$ cat src/rtl/resp_demux_m4.sv
// Routes one slave's B and R response channels to four masters.
// Routing uses id[5:4], and each channel has its own single-entry register stage.
module resp_demux_m4 #(
    parameter int DATA_W = 32
) (
    input  logic              aclk,
    input  logic              areset,
    input  logic [5:0]        bid_s,
    input  logic [1:0]        bresp_s,
    input  logic              bvalid_s,
    output logic              bready_s,
    input  logic [5:0]        rid_s,
    input  logic [DATA_W-1:0] rdata_s,
    input  logic [1:0]        rresp_s,
    input  logic              rlast_s,
    input  logic              rvalid_s,
    output logic              rready_s,
    output logic [3:0]        bid_m1,
    output logic [1:0]        bresp_m1,
    output logic              bvalid_m1,
    input  logic              bready_m1,
    output logic [3:0]        bid_m2,
    output logic [1:0]        bresp_m2,
    output logic              bvalid_m2,
    input  logic              bready_m2,
    output logic [3:0]        bid_m3,
    output logic [1:0]        bresp_m3,
    output logic              bvalid_m3,
    input  logic              bready_m3,
    output logic [3:0]        bid_m4,
    output logic [1:0]        bresp_m4,
    output logic              bvalid_m4,
    input  logic              bready_m4,
    output logic [3:0]        rid_m1,
    output logic [DATA_W-1:0] rdata_m1,
    output logic [1:0]        rresp_m1,
    output logic              rlast_m1,
    output logic              rvalid_m1,
    input  logic              rready_m1,
    output logic [3:0]        rid_m2,
    output logic [DATA_W-1:0] rdata_m2,
    output logic [1:0]        rresp_m2,
    output logic              rlast_m2,
    output logic              rvalid_m2,
    input  logic              rready_m2,
    output logic [3:0]        rid_m3,
    output logic [DATA_W-1:0] rdata_m3,
    output logic [1:0]        rresp_m3,
    output logic              rlast_m3,
    output logic              rvalid_m3,
    input  logic              rready_m3,
    output logic [3:0]        rid_m4,
    output logic [DATA_W-1:0] rdata_m4,
    output logic [1:0]        rresp_m4,
    output logic              rlast_m4,
    output logic              rvalid_m4,
    input  logic              rready_m4
);
    logic              b_full_q, b_full_d;
    logic [1:0]        b_dst_q, b_dst_d;
    logic [3:0]        b_id_q, b_id_d;
    logic [1:0]        b_resp_q, b_resp_d;
    logic              b_dst_rdy_s, b_cap_s, b_drain_s;

    logic              r_full_q, r_full_d;
    logic [1:0]        r_dst_q, r_dst_d;
    logic [3:0]        r_id_q, r_id_d;
    logic [DATA_W-1:0] r_data_q, r_data_d;
    logic [1:0]        r_resp_q, r_resp_d;
    logic              r_last_q, r_last_d;
    logic              r_dst_rdy_s, r_cap_s, r_drain_s;

    // Only the stored destination's ready can free the B stage.
    always_comb begin
        b_dst_rdy_s = 1'b0;
        case (b_dst_q)
            2'd0:    b_dst_rdy_s = bready_m1;
            2'd1:    b_dst_rdy_s = bready_m2;
            2'd2:    b_dst_rdy_s = bready_m3;
            2'd3:    b_dst_rdy_s = bready_m4;
            default: b_dst_rdy_s = 1'b0;
        endcase
    end

    assign b_drain_s = b_full_q & b_dst_rdy_s;
    assign bready_s  = ~b_full_q | b_dst_rdy_s;
    assign b_cap_s   = bvalid_s & bready_s;

    // B stage next state: a capture overwrites, so simultaneous drain and capture keep the stage full.
    always_comb begin
        b_full_d = b_full_q;
        b_dst_d  = b_dst_q;
        b_id_d   = b_id_q;
        b_resp_d = b_resp_q;
        if (b_cap_s) begin
            b_full_d = 1'b1;
            b_dst_d  = bid_s[5:4];
            b_id_d   = bid_s[3:0];
            b_resp_d = bresp_s;
        end else if (b_drain_s) begin
            b_full_d = 1'b0;
        end else begin
            b_full_d = b_full_q;
        end
    end

    // B stage register.
    always_ff @(posedge aclk or negedge areset) begin
        if (!areset) begin
            b_full_q <= 1'b0;
            b_dst_q  <= 2'd0;
            b_id_q   <= 4'd0;
            b_resp_q <= 2'd0;
        end else begin
            b_full_q <= b_full_d;
            b_dst_q  <= b_dst_d;
            b_id_q   <= b_id_d;
            b_resp_q <= b_resp_d;
        end
    end

    // Only the stored destination's ready can free the R stage.
    always_comb begin
        r_dst_rdy_s = 1'b0;
        case (r_dst_q)
            2'd0:    r_dst_rdy_s = rready_m1;
            2'd1:    r_dst_rdy_s = rready_m2;
            2'd2:    r_dst_rdy_s = rready_m3;
            2'd3:    r_dst_rdy_s = rready_m4;
            default: r_dst_rdy_s = 1'b0;
        endcase
    end

    assign r_drain_s = r_full_q & r_dst_rdy_s;
    assign rready_s  = ~r_full_q | r_dst_rdy_s;
    assign r_cap_s   = rvalid_s & rready_s;

    // R stage next state.
    always_comb begin
        r_full_d = r_full_q;
        r_dst_d  = r_dst_q;
        r_id_d   = r_id_q;
        r_data_d = r_data_q;
        r_resp_d = r_resp_q;
        r_last_d = r_last_q;
        if (r_cap_s) begin
            r_full_d = 1'b1;
            r_dst_d  = rid_s[5:4];
            r_id_d   = rid_s[3:0];
            r_data_d = rdata_s;
            r_resp_d = rresp_s;
            r_last_d = rlast_s;
        end else if (r_drain_s) begin
            r_full_d = 1'b0;
        end else begin
            r_full_d = r_full_q;
        end
    end

    // R stage register.
    always_ff @(posedge aclk or negedge areset) begin
        if (!areset) begin
            r_full_q <= 1'b0;
            r_dst_q  <= 2'd0;
            r_id_q   <= 4'd0;
            r_data_q <= {DATA_W{1'b0}};
            r_resp_q <= 2'd0;
            r_last_q <= 1'b0;
        end else begin
            r_full_q <= r_full_d;
            r_dst_q  <= r_dst_d;
            r_id_q   <= r_id_d;
            r_data_q <= r_data_d;
            r_resp_q <= r_resp_d;
            r_last_q <= r_last_d;
        end
    end

    // Payload fans out to every master unqualified; only valid selects the owner.
    assign bvalid_m1 = b_full_q & (b_dst_q == 2'd0);
    assign bvalid_m2 = b_full_q & (b_dst_q == 2'd1);
    assign bvalid_m3 = b_full_q & (b_dst_q == 2'd2);
    assign bvalid_m4 = b_full_q & (b_dst_q == 2'd3);
    assign bid_m1 = b_id_q;  assign bresp_m1 = b_resp_q;
    assign bid_m2 = b_id_q;  assign bresp_m2 = b_resp_q;
    assign bid_m3 = b_id_q;  assign bresp_m3 = b_resp_q;
    assign bid_m4 = b_id_q;  assign bresp_m4 = b_resp_q;

    assign rvalid_m1 = r_full_q & (r_dst_q == 2'd0);
    assign rvalid_m2 = r_full_q & (r_dst_q == 2'd1);
    assign rvalid_m3 = r_full_q & (r_dst_q == 2'd2);
    assign rvalid_m4 = r_full_q & (r_dst_q == 2'd3);
    assign rid_m1 = r_id_q;  assign rdata_m1 = r_data_q;  assign rresp_m1 = r_resp_q;  assign rlast_m1 = r_last_q;
    assign rid_m2 = r_id_q;  assign rdata_m2 = r_data_q;  assign rresp_m2 = r_resp_q;  assign rlast_m2 = r_last_q;
    assign rid_m3 = r_id_q;  assign rdata_m3 = r_data_q;  assign rresp_m3 = r_resp_q;  assign rlast_m3 = r_last_q;
    assign rid_m4 = r_id_q;  assign rdata_m4 = r_data_q;  assign rresp_m4 = r_resp_q;  assign rlast_m4 = r_last_q;
endmodule

$ cat config.mk
export PLATFORM = sky130hd
export DESIGN_NAME = resp_demux_m4
export DESIGN_NICKNAME = d
export VERILOG_FILES = /design/src/rtl/resp_demux_m4.sv
export SDC_FILE = /design/constraint.sdc
export NUM_CORES = 1
export LEC_CHECK = 0
export CORE_ASPECT_RATIO = 1.25
export CORE_MARGIN = 3
export CORE_UTILIZATION = 30
export CTS_CLUSTER_SIZE = 25
export DETAILED_ROUTE_END_ITERATION = 12
export PLACE_DENSITY = 0.73
export SYNTH_ARGS = -nofsm -noshare
export SYNTH_HDL_FRONTEND = slang
export SYNTH_SLANG_ARGS = --single-unit
export TNS_END_PERCENT = 5
$ cat constraint.sdc
create_clock -name aclk -period 2.08 [get_ports aclk]
set_input_delay 0.312 -clock aclk [delete_from_list [all_inputs] [get_ports aclk]]
set_output_delay 0.312 -clock aclk [all_outputs]
set_load 0.03 [all_outputs]
==> impl_metrics.json, run 1 <==
{
  "met3_length_um": 689,
  "dpl.cell_count": 518,
  "end_kind": "primary output",
  "wire_per_inst_um": 14.94,
  "dp_worst_setup_slack_ps": -74.33,
  "holdWs_ps": 23.43,
  "areaGrowthSynthToFinish_pct": 56.52,
  "wl_met1_um": 2771,
  "via_count": 2191,
  "final_nets": 457,
  "setup_viol": 0,
  "power_w": 0.009462,
  "synthFlopType": "dfrtp_1",
  "timing.final.crit_share": 0.9558,
  "r2r-end": "rdata_m1[20]",
  "max_stage_delay_ps": 490,
  "syn_nets": 331,
  "worstSetupStartpointType": "register",
  "ir_worst_vdd_mv": 0.8481,
  "r2r_cells": 5,
  "synth-edff-count": 0,
  "fill_cells": 926,
  "p_seq_frac": 0.198,
  "overflow": 0,
  "power_frac_clock": 0.083,
  "dieWidth_um": 99.16,
  "min_period_ps": 1988,
  "critPathMaxFanout": 6,
  "clk_pin_slew_ps": 70,
  "grt_first_pass_wirelength_um": 11740,
  "routed_wirelength_um": 7857,
  "dieHeight_um": 122.4,
  "cell_internal_pwr_w": 0.004817,
  "path_delay_family": "flip-flops",
  "postRouteAntennaNets": 0,
  "dr.first_iter.drc_count": 29,
  "row_count": 41,
  "cts_buffer_depth": 2,
  "grt_max_degree": 29,
  "multi_input_area_um2": 908.4,
  "drtPass1Iterations": 4,
  "fin_ws_ps": 91.84,
  "synth_most_common_cell": "buf_4",
  "hp-class": "primary input to asynchronous set/reset pin",
  "regArea_um2": 1276,
  "start_util": 0.3141,
  "cp_num_buf_inv": 1,
  "highest_layer": "met4",
  "crit_slowest_cell": "dfrtp_1",
  "finalNonFillerCells": 526,
  "maxCapViolations": 0,
  "async_flop_share": 1.000,
  "worst-setup-path-type": "register to primary output",
  "grt_setup_unrepaired": "no",
  "synthTopCellsByCount": "buf_4 (135), dfrtp_1 (51), mux2_4 (42), mux2_2 (8), nor2_1 (8)",
  "syn_inst": 270,
  "combPwrFrac": 0.719,
  "yosysTopAreaCell": "dfrtp_1",
  "cts_sinks": 51,
  "r2r_slack_ps": 180,
  "fp.coreArea_um2": 10360,
  "clk_latency_ps": 290,
  "finClkSkew_ps": 7.492,
  "place.gp.congestion": 0.7603,
  "ys_seq_elements": 51,
  "path_cells": "mux2_4 -> o22a_1 -> dlygate4sd2_1",
  "tns_ps": 0,
  "antenna_found_initial": 0,
  "cts_buffers": 5,
  "layout-drive-gt1-share": 0.1713,
  "vias_per_cell": 4.165,
  "cp.required_ps": 1770,
  "arrival_ps": 1680,
  "hold_viol_final": 0,
  "dr_wl_met2_um": 4314,
  "dieArea_um2": 12140,
  "grt_pass1_vias": 2222,
  "cts_tree": "built",
  "grt_util_all_layers": 0.1213,
  "max_slew_margin": 0.6084,
  "fmax_mhz": 503.0,
  "ys_warn_count": 0,
  "status": "completed",
  "cts_root_buf": "clkbuf_16",
  "postSynthAreaPerCell_um2": 12.05,
  "htree_levels": 2,
  "rr_startpoint": "r_dst_q[1]",
  "post_cts_buffers": 0,
  "ys_seq_area_frac": 0.3922,
  "synth_area_leaders": "dfrtp_1 (39%), buf_4 (31%), mux2_4 (19%), mux2_2 (2.8%), buf_6 (1.4%)",
  "drc": 0,
  "syn_area_um2": 3254,
  "dp_hpwl_um": 6431,
  "pin_count": 251,
  "worst_pin_slew_ps": 587.4,
  "diodes": 0,
  "netSwitchingFraction": 0.4908,
  "io_buffer_count": 250,
  "yosysTopAreaCellShare": 0.3922,
  "p_switching_w": 0.004644,
  "powerDensity_nw_per_um2": 1858,
  "drv_slew": 0,
  "leakagePower_nw": 2.197,
  "ys_types": 16
}
[placed cells by master, fill, tap and decap left out, drive strengths merged, types with 2 or more instances in the layout]
master and count:
clkdlybuf4s50 243, o211ai 4, inv 3, dlygate4sd2 4, clkbuf 6, o22a 2
dlymetal6s2s 2, mux2 50, o221ai 2, dfrtp 51, nor2 8, nand2b 6
buf 9, nand2 2
[how the worst max path moves through the flow]
stage	start	to	slack [ps]	cells past startpoint
4_1_cts	b_dst_q[1]	bvalid_m2	20	3
3_5_place_dp	bready_m4	bready_s	-70	4
3_3_place_gp	bready_m2	bready_s	-30	4
6_report	r_dst_q[1]	rready_s	90	3
5_1_grt	r_dst_q[1]	rvalid_m4	40	3
2_1_floorplan	r_dst_q[1]	r_dst_q[1]	460	4
[what timing repair did]
item,in CTS,in global routing
gates resized for setup,4,2
endpoints found under the setup margin,4,2
pin swaps,0,0
hold buffers,0,0
[metal layers]
metal | GRT usage | up-vias
li1 | - | 996
met1 | 0.1290 | 1047
met2 | 0.2353 | 142
met3 | 0.02956 | 6
met4 | 0.03330 | 0
met5 | 0 | -
[through the flow]
| stage | instance area [um^2] | utilization |
|---|---|---|
| after global placement | 4952 | 0.4779 |
| final | 5094 | 0.4915 |
| after floorplan | 3254 | - |
| after CTS | 5089 | 0.4911 |
| after global routing | 5094 | 0.4915 |
| after detailed placement | 4952 | 0.4779 |
[power groups by stage]
stage	logic (W)	clock network, W	registers [W]
after global routing	0.00702	0.000865	0.00197
after CTS	0.00687	0.000828	0.00189
after global placement	0.00685	0	0.00186
after detailed placement	0.00688	0	0.00190
after floorplan	0.00456	0	0.00246
final	0.00681	0.000783	0.00187
[final cells by class]
cell class              instances  area share
clock inverters                 2    0.002456
well taps                     129     0.03169
inverters                       3    0.002211
clock buffers                   6     0.02530
repair buffers                258      0.5095
multi-input cells              77      0.1783
flip-flops and latches         51      0.2506
[state kept, by name, summed over array words and instances, names as in the netlist]
name,flops
rid_m1,4
r_dst_q,2
b_full_q,1
rlast_m1,1
rdata_m1,32
bresp_m1,2
rresp_m1,2
bid_m1,4
r_full_q,1
b_dst_q,2
[cells by family (layout without fill, tap and decap cells)]
logic type | count (synthesis) | after routing | synth area share
AO/OA/AOI/OAI | 10 | 10 | 0.03153
AND/OR/NAND/NOR | 16 | 16 | 0.02307
multiplexers | 51 | 51 | 0.2245
buffers and inverters | 142 | 269 | 0.3287
flip-flops | 51 | 51 | 0.3922
Note: power is estimated with default switching activity, not from simulation.
==> run 2: changes to the inputs <==
- CORE_ASPECT_RATIO: 1.25 -> unset
==> impl_metrics.json, run 2 (synthesized netlist as in run 1, its figures left out) <==
{
  "ir_worst_vdd_mv": 0.8821,
  "antenna_found_initial": 0,
  "clk_latency_ps": 290,
  "cts_buffer_depth": 2,
  "largest_reg_flops": 32,
  "max_slew_margin": 0.7746,
  "grt_first_pass_wirelength_um": 11630,
  "drc": 0,
  "wire_per_inst_um": 15.12,
  "final_nets": 458,
  "worst-setup-path-type": "register to primary output",
  "dp_hpwl_um": 6533,
  "dieHeight_um": 110.2,
  "worstSetupStartpointType": "register",
  "maxCapViolations": 0,
  "worst_pin_slew_ps": 337.1,
  "pin_count": 251,
  "status": "completed",
  "timing.final.crit_share": 0.9549,
  "postRouteAntennaNets": 0,
  "grt_pass1_vias": 2247,
  "tns_ps": 0,
  "postLayoutCoreUtil": 0.4831,
  "start_util": 0.3124,
  "row_count": 37,
  "dieArea_um2": 12130,
  "via_count": 2197,
  "areaGrowthSynthToFinish_pct": 54.63,
  "diodes": 0,
  "routed_wirelength_um": 8073,
  "end_kind": "primary output",
  "hold_viol_final": 0,
  "layout_commonest_cell": "clkdlybuf4s50_1",
  "finClkSkew_ps": 6.361,
  "drv_slew": 0,
  "dr.first_iter.drc_count": 71,
  "min_period_ps": 1986,
  "cts_tree": "built",
  "drtPass1Iterations": 2,
  "arrival_ps": 1670,
  "overflow": 0,
  "cp.required_ps": 1770,
  "fmax_mhz": 503.5,
  "cts_buffers": 5,
  "critPathMaxFanout": 6,
  "layout-drive-gt1-share": 0.1734,
  "r2r_cells": 5,
  "cts_root_buf": "clkbuf_8",
  "htree_levels": 2,
  "grt_max_degree": 28,
  "powerDensity_nw_per_um2": 1832,
  "vias_per_cell": 4.114,
  "grt_util_all_layers": 0.1241,
  "final_cell_mix": "clkdlybuf4s50_1 (241), dfrtp_1 (50), mux2_4 (42)",
  "multi_input_area_um2": 908.4,
  "dieWidth_um": 110.2,
  "setup_viol": 0,
  "grt_setup_unrepaired": "no",
  "power_w": 0.009221,
  "leakagePower_nw": 2.168,
  "place.gp.congestion": 0.6866,
  "io_buffer_count": 250,
  "regArea_um2": 1277,
  "dp_worst_setup_slack_ps": -52.10,
  "fp.coreArea_um2": 10420,
  "cts_sinks": 51,
  "hp-class": "primary input to asynchronous set/reset pin",
  "fin_ws_ps": 93.74,
  "fill_cells": 952,
  "clk_pin_slew_ps": 90
}
[run 2: cell count changes in the layout (fill, tap and decap cells not counted), moves of 2 or more]
cell	change
clkbuf_8	+5
clkdlybuf4s50_1	-2
dlygate4sd2_1	+3
buf_4	+2
clkbuf_16	-5
[run 2: final cells by class]
type                       count  share of cell area
sequential                    51              0.2539
clock inverter                 1           0.0009945
clock buffer                   7             0.01517
inverter                       3            0.002238
tap                          136             0.03381
timing repair buffer         259              0.5134
multi-input combinational     77              0.1805
[run 2: where the power goes]
part | switching (W) | internal [W]
Clock | 0.000302 | 0.000237
Sequential | 0.000519 | 0.00136
Combinational | 0.00380 | 0.00300
Total | 0.00462 | 0.00460
[run 2: path summary, 6_finish.rpt]
| check | start | slack [ps] | end |
|---|---|---|---|
| min | areset | 7 | rdata_m1[23] |
| min in group aclk | r_dst_q[0] | 540 | r_dst_q[0] |
| max in group asynchronous | areset | 1800 | r_dst_q[1] |
| max | r_dst_q[1] | 90 | rready_s |
| min reg2reg | r_dst_q[0] | 540 | r_dst_q[0] |
| max reg2reg | r_dst_q[1] | 190 | rdata_m1[5] |
[run 2: metrics by stage]
step	cell area, um^2	hold WS, ps	instances
floorplan	3254	16.41	270
global placement	4956	326.3	526
detailed placement	4956	341.6	526
CTS	5030	2.055	534
global route	5032	20.89	534
finish	5032	7.076	534
[run 2: what timing repair did]
action                                  4_1_cts  5_1_grt
resized for setup                             8        1
setup buffers                                 0        0
endpoints found under the setup margin        7        1
hold buffers                                  0        0
[run 2: critical path, stage by stage, from the launching register on]
cell and delay, ps:
dfrtp_2 480, mux2_4 330, o22a_1 210, dlygate4sd2_1 360
[run 2: per-layer routing]
metal  GRT usage  share of wire
met4     0.03430          0.010
met3     0.04019           0.12
met1      0.1359           0.35
met5           0              0
met2      0.2288           0.52
==> run 3: changes to the inputs <==
- CORE_UTILIZATION: 30 -> 34
- PLACE_DENSITY: 0.73 -> 0.82
==> impl_metrics.json, run 3 (synthesized netlist as in run 1, its figures left out) <==
{
  "status": "completed",
  "postRouteAntennaNets": 0,
  "dieHeight_um": 103.8,
  "io_buffer_count": 250,
  "crit_start": "b_dst_q[0]",
  "grt_first_pass_wirelength_um": 13100,
  "worst_pin_slew_ps": 531.8,
  "cts_sinks": 51,
  "p_seq_frac": 0.199,
  "grt_util_all_layers": 0.1490,
  "drtPass1Iterations": 4,
  "final_cell_mix": "clkdlybuf4s50_1 (241), dfrtp_1 (50), mux2_4 (42)",
  "dieArea_um2": 10780,
  "layout_commonest_cell": "clkdlybuf4s50_1",
  "clk_pin_slew_ps": 100,
  "setup_viol": 0,
  "largest_reg_flops": 32,
  "dp_hpwl_um": 6590,
  "htree_levels": 2,
  "cts_buffers": 5,
  "areaGrowthSynthToFinish_pct": 56.40,
  "dr.first_iter.drc_count": 39,
  "grt_use_met2": 0.2725,
  "cell_internal_pwr_w": 0.004767,
  "clk_latency_ps": 300,
  "arrival_ps": 1690,
  "vias_per_cell": 4.180,
  "rr_startpoint": "r_dst_q[1]",
  "cts_buffer_depth": 2,
  "dp_worst_setup_slack_ps": -74.27,
  "routed_wirelength_um": 8100,
  "cts_root_buf": "clkbuf_8",
  "finClkSkew_ps": 9.254,
  "fmax_mhz": 500.3,
  "max_slew_margin": 0.6454,
  "worstSetupStartpointType": "register",
  "antenna_found_initial": 1,
  "diodes": 0,
  "combPwrFrac": 0.724,
  "met3_usage": 0.05981,
  "critPathMaxFanout": 5,
  "min_period_ps": 1999,
  "place.gp.congestion": 0.7440,
  "wire_per_inst_um": 15.34,
  "hold_viol_final": 0,
  "maxCapViolations": 0,
  "hp-class": "primary input to asynchronous set/reset pin",
  "worst-setup-path-type": "register to primary output",
  "leakagePower_nw": 2.207,
  "drv_slew": 0,
  "fill_cells": 793,
  "grtUsageMet1": 0.1576,
  "fin_ws_ps": 81.26,
  "timing.final.crit_share": 0.9609,
  "power_frac_clock": 0.077,
  "grt_pass1_vias": 2397,
  "p_switching_w": 0.004666,
  "via_count": 2207,
  "post_cts_buffers": 0,
  "grt_max_degree": 32,
  "netSwitchingFraction": 0.4946,
  "powerDensity_nw_per_um2": 1853,
  "layout-drive-gt1-share": 0.1779,
  "busiest_layer": "met2",
  "overflow": 0,
  "dieWidth_um": 103.8,
  "drc": 0,
  "start_util": 0.3505,
  "pin_count": 251,
  "cp.required_ps": 1770,
  "holdWs_ps": 512.7,
  "final_nets": 459,
  "end_kind": "primary output",
  "cts_tree": "built",
  "row_count": 35,
  "fp.coreArea_um2": 9284,
  "ir_worst_vdd_mv": 1.182
}
[run 3: per-stage QoR]
step / util / power [W] / setup TNS [ps] / instances / cell area, um^2
2_1_floorplan: - / 0.007012 / 0 / 270 / 3254
4_1_cts: 0.5477 / 0.009547 / 0 / 528 / 5085
3_5_place_dp: 0.5342 / 0.008804 / -1213 / 519 / 4960
3_3_place_gp: 0.5342 / 0.008693 / -795.7 / 519 / 4960
6_report: 0.5482 / 0.009433 / 0 / 528 / 5090
5_1_grt: 0.5482 / 0.009820 / -1.063 / 528 / 5090
[run 3: final timing paths]
check | endpoint | cells past startpoint | slack [ps]
hold / removal | b_full_q | 2 | 510
hold reg to reg | r_dst_q[0] | 2 | 530
setup reg to reg | rdata_m1[1] | 5 | 190
max in group asynchronous | r_dst_q[1] | 3 | 1010
min in group aclk | r_dst_q[0] | 2 | 530
setup / recovery | bready_s | 3 | 80
[run 3: timing repair]
| action | 4_1_cts | 5_1_grt |
|---|---|---|
| cloned | 0 | 0 |
| endpoints found under the hold margin | 11 | 0 |
| hold buffers | 1 | 0 |
| resized for setup | 7 | 2 |
| endpoints found under the setup margin | 6 | 2 |
[run 3: power groups by stage]
stage	Clock (W)	Sequential, W	Combinational [W]
after floorplan	0	0.00246	0.00456
after global placement	0	0.00186	0.00683
after detailed placement	0	0.00190	0.00691
after CTS	0.000760	0.00189	0.00689
after global routing	0.000794	0.00198	0.00705
final	0.000724	0.00188	0.00683
[run 3: area by class of cell]
class,count,area (um^2),area share
Tap cell,129,161.4,0.03171
Sequential cell,51,1277,0.2510
Timing Repair Buffer,260,2610,0.5128
Multi-Input combinational cell,77,908.4,0.1785
Clock buffer,6,82.58,0.01622
Clock inverter,2,38.79,0.007620
Inverter,3,11.26,0.002212
[run 3: critical path, stage by stage (launching register included)]
cell	delay, ps
dfrtp_1	450
mux2_2	370
o22a_1	210
dlygate4sd2_1	360
[run 3: metal layers]
metal | part of all wire | up-vias
met2 | 0.51 | 163
met3 | 0.12 | 10
met4 | 0.013 | 2
met1 | 0.36 | 1034
li1 | - | 998
met5 | 0.0023 | -
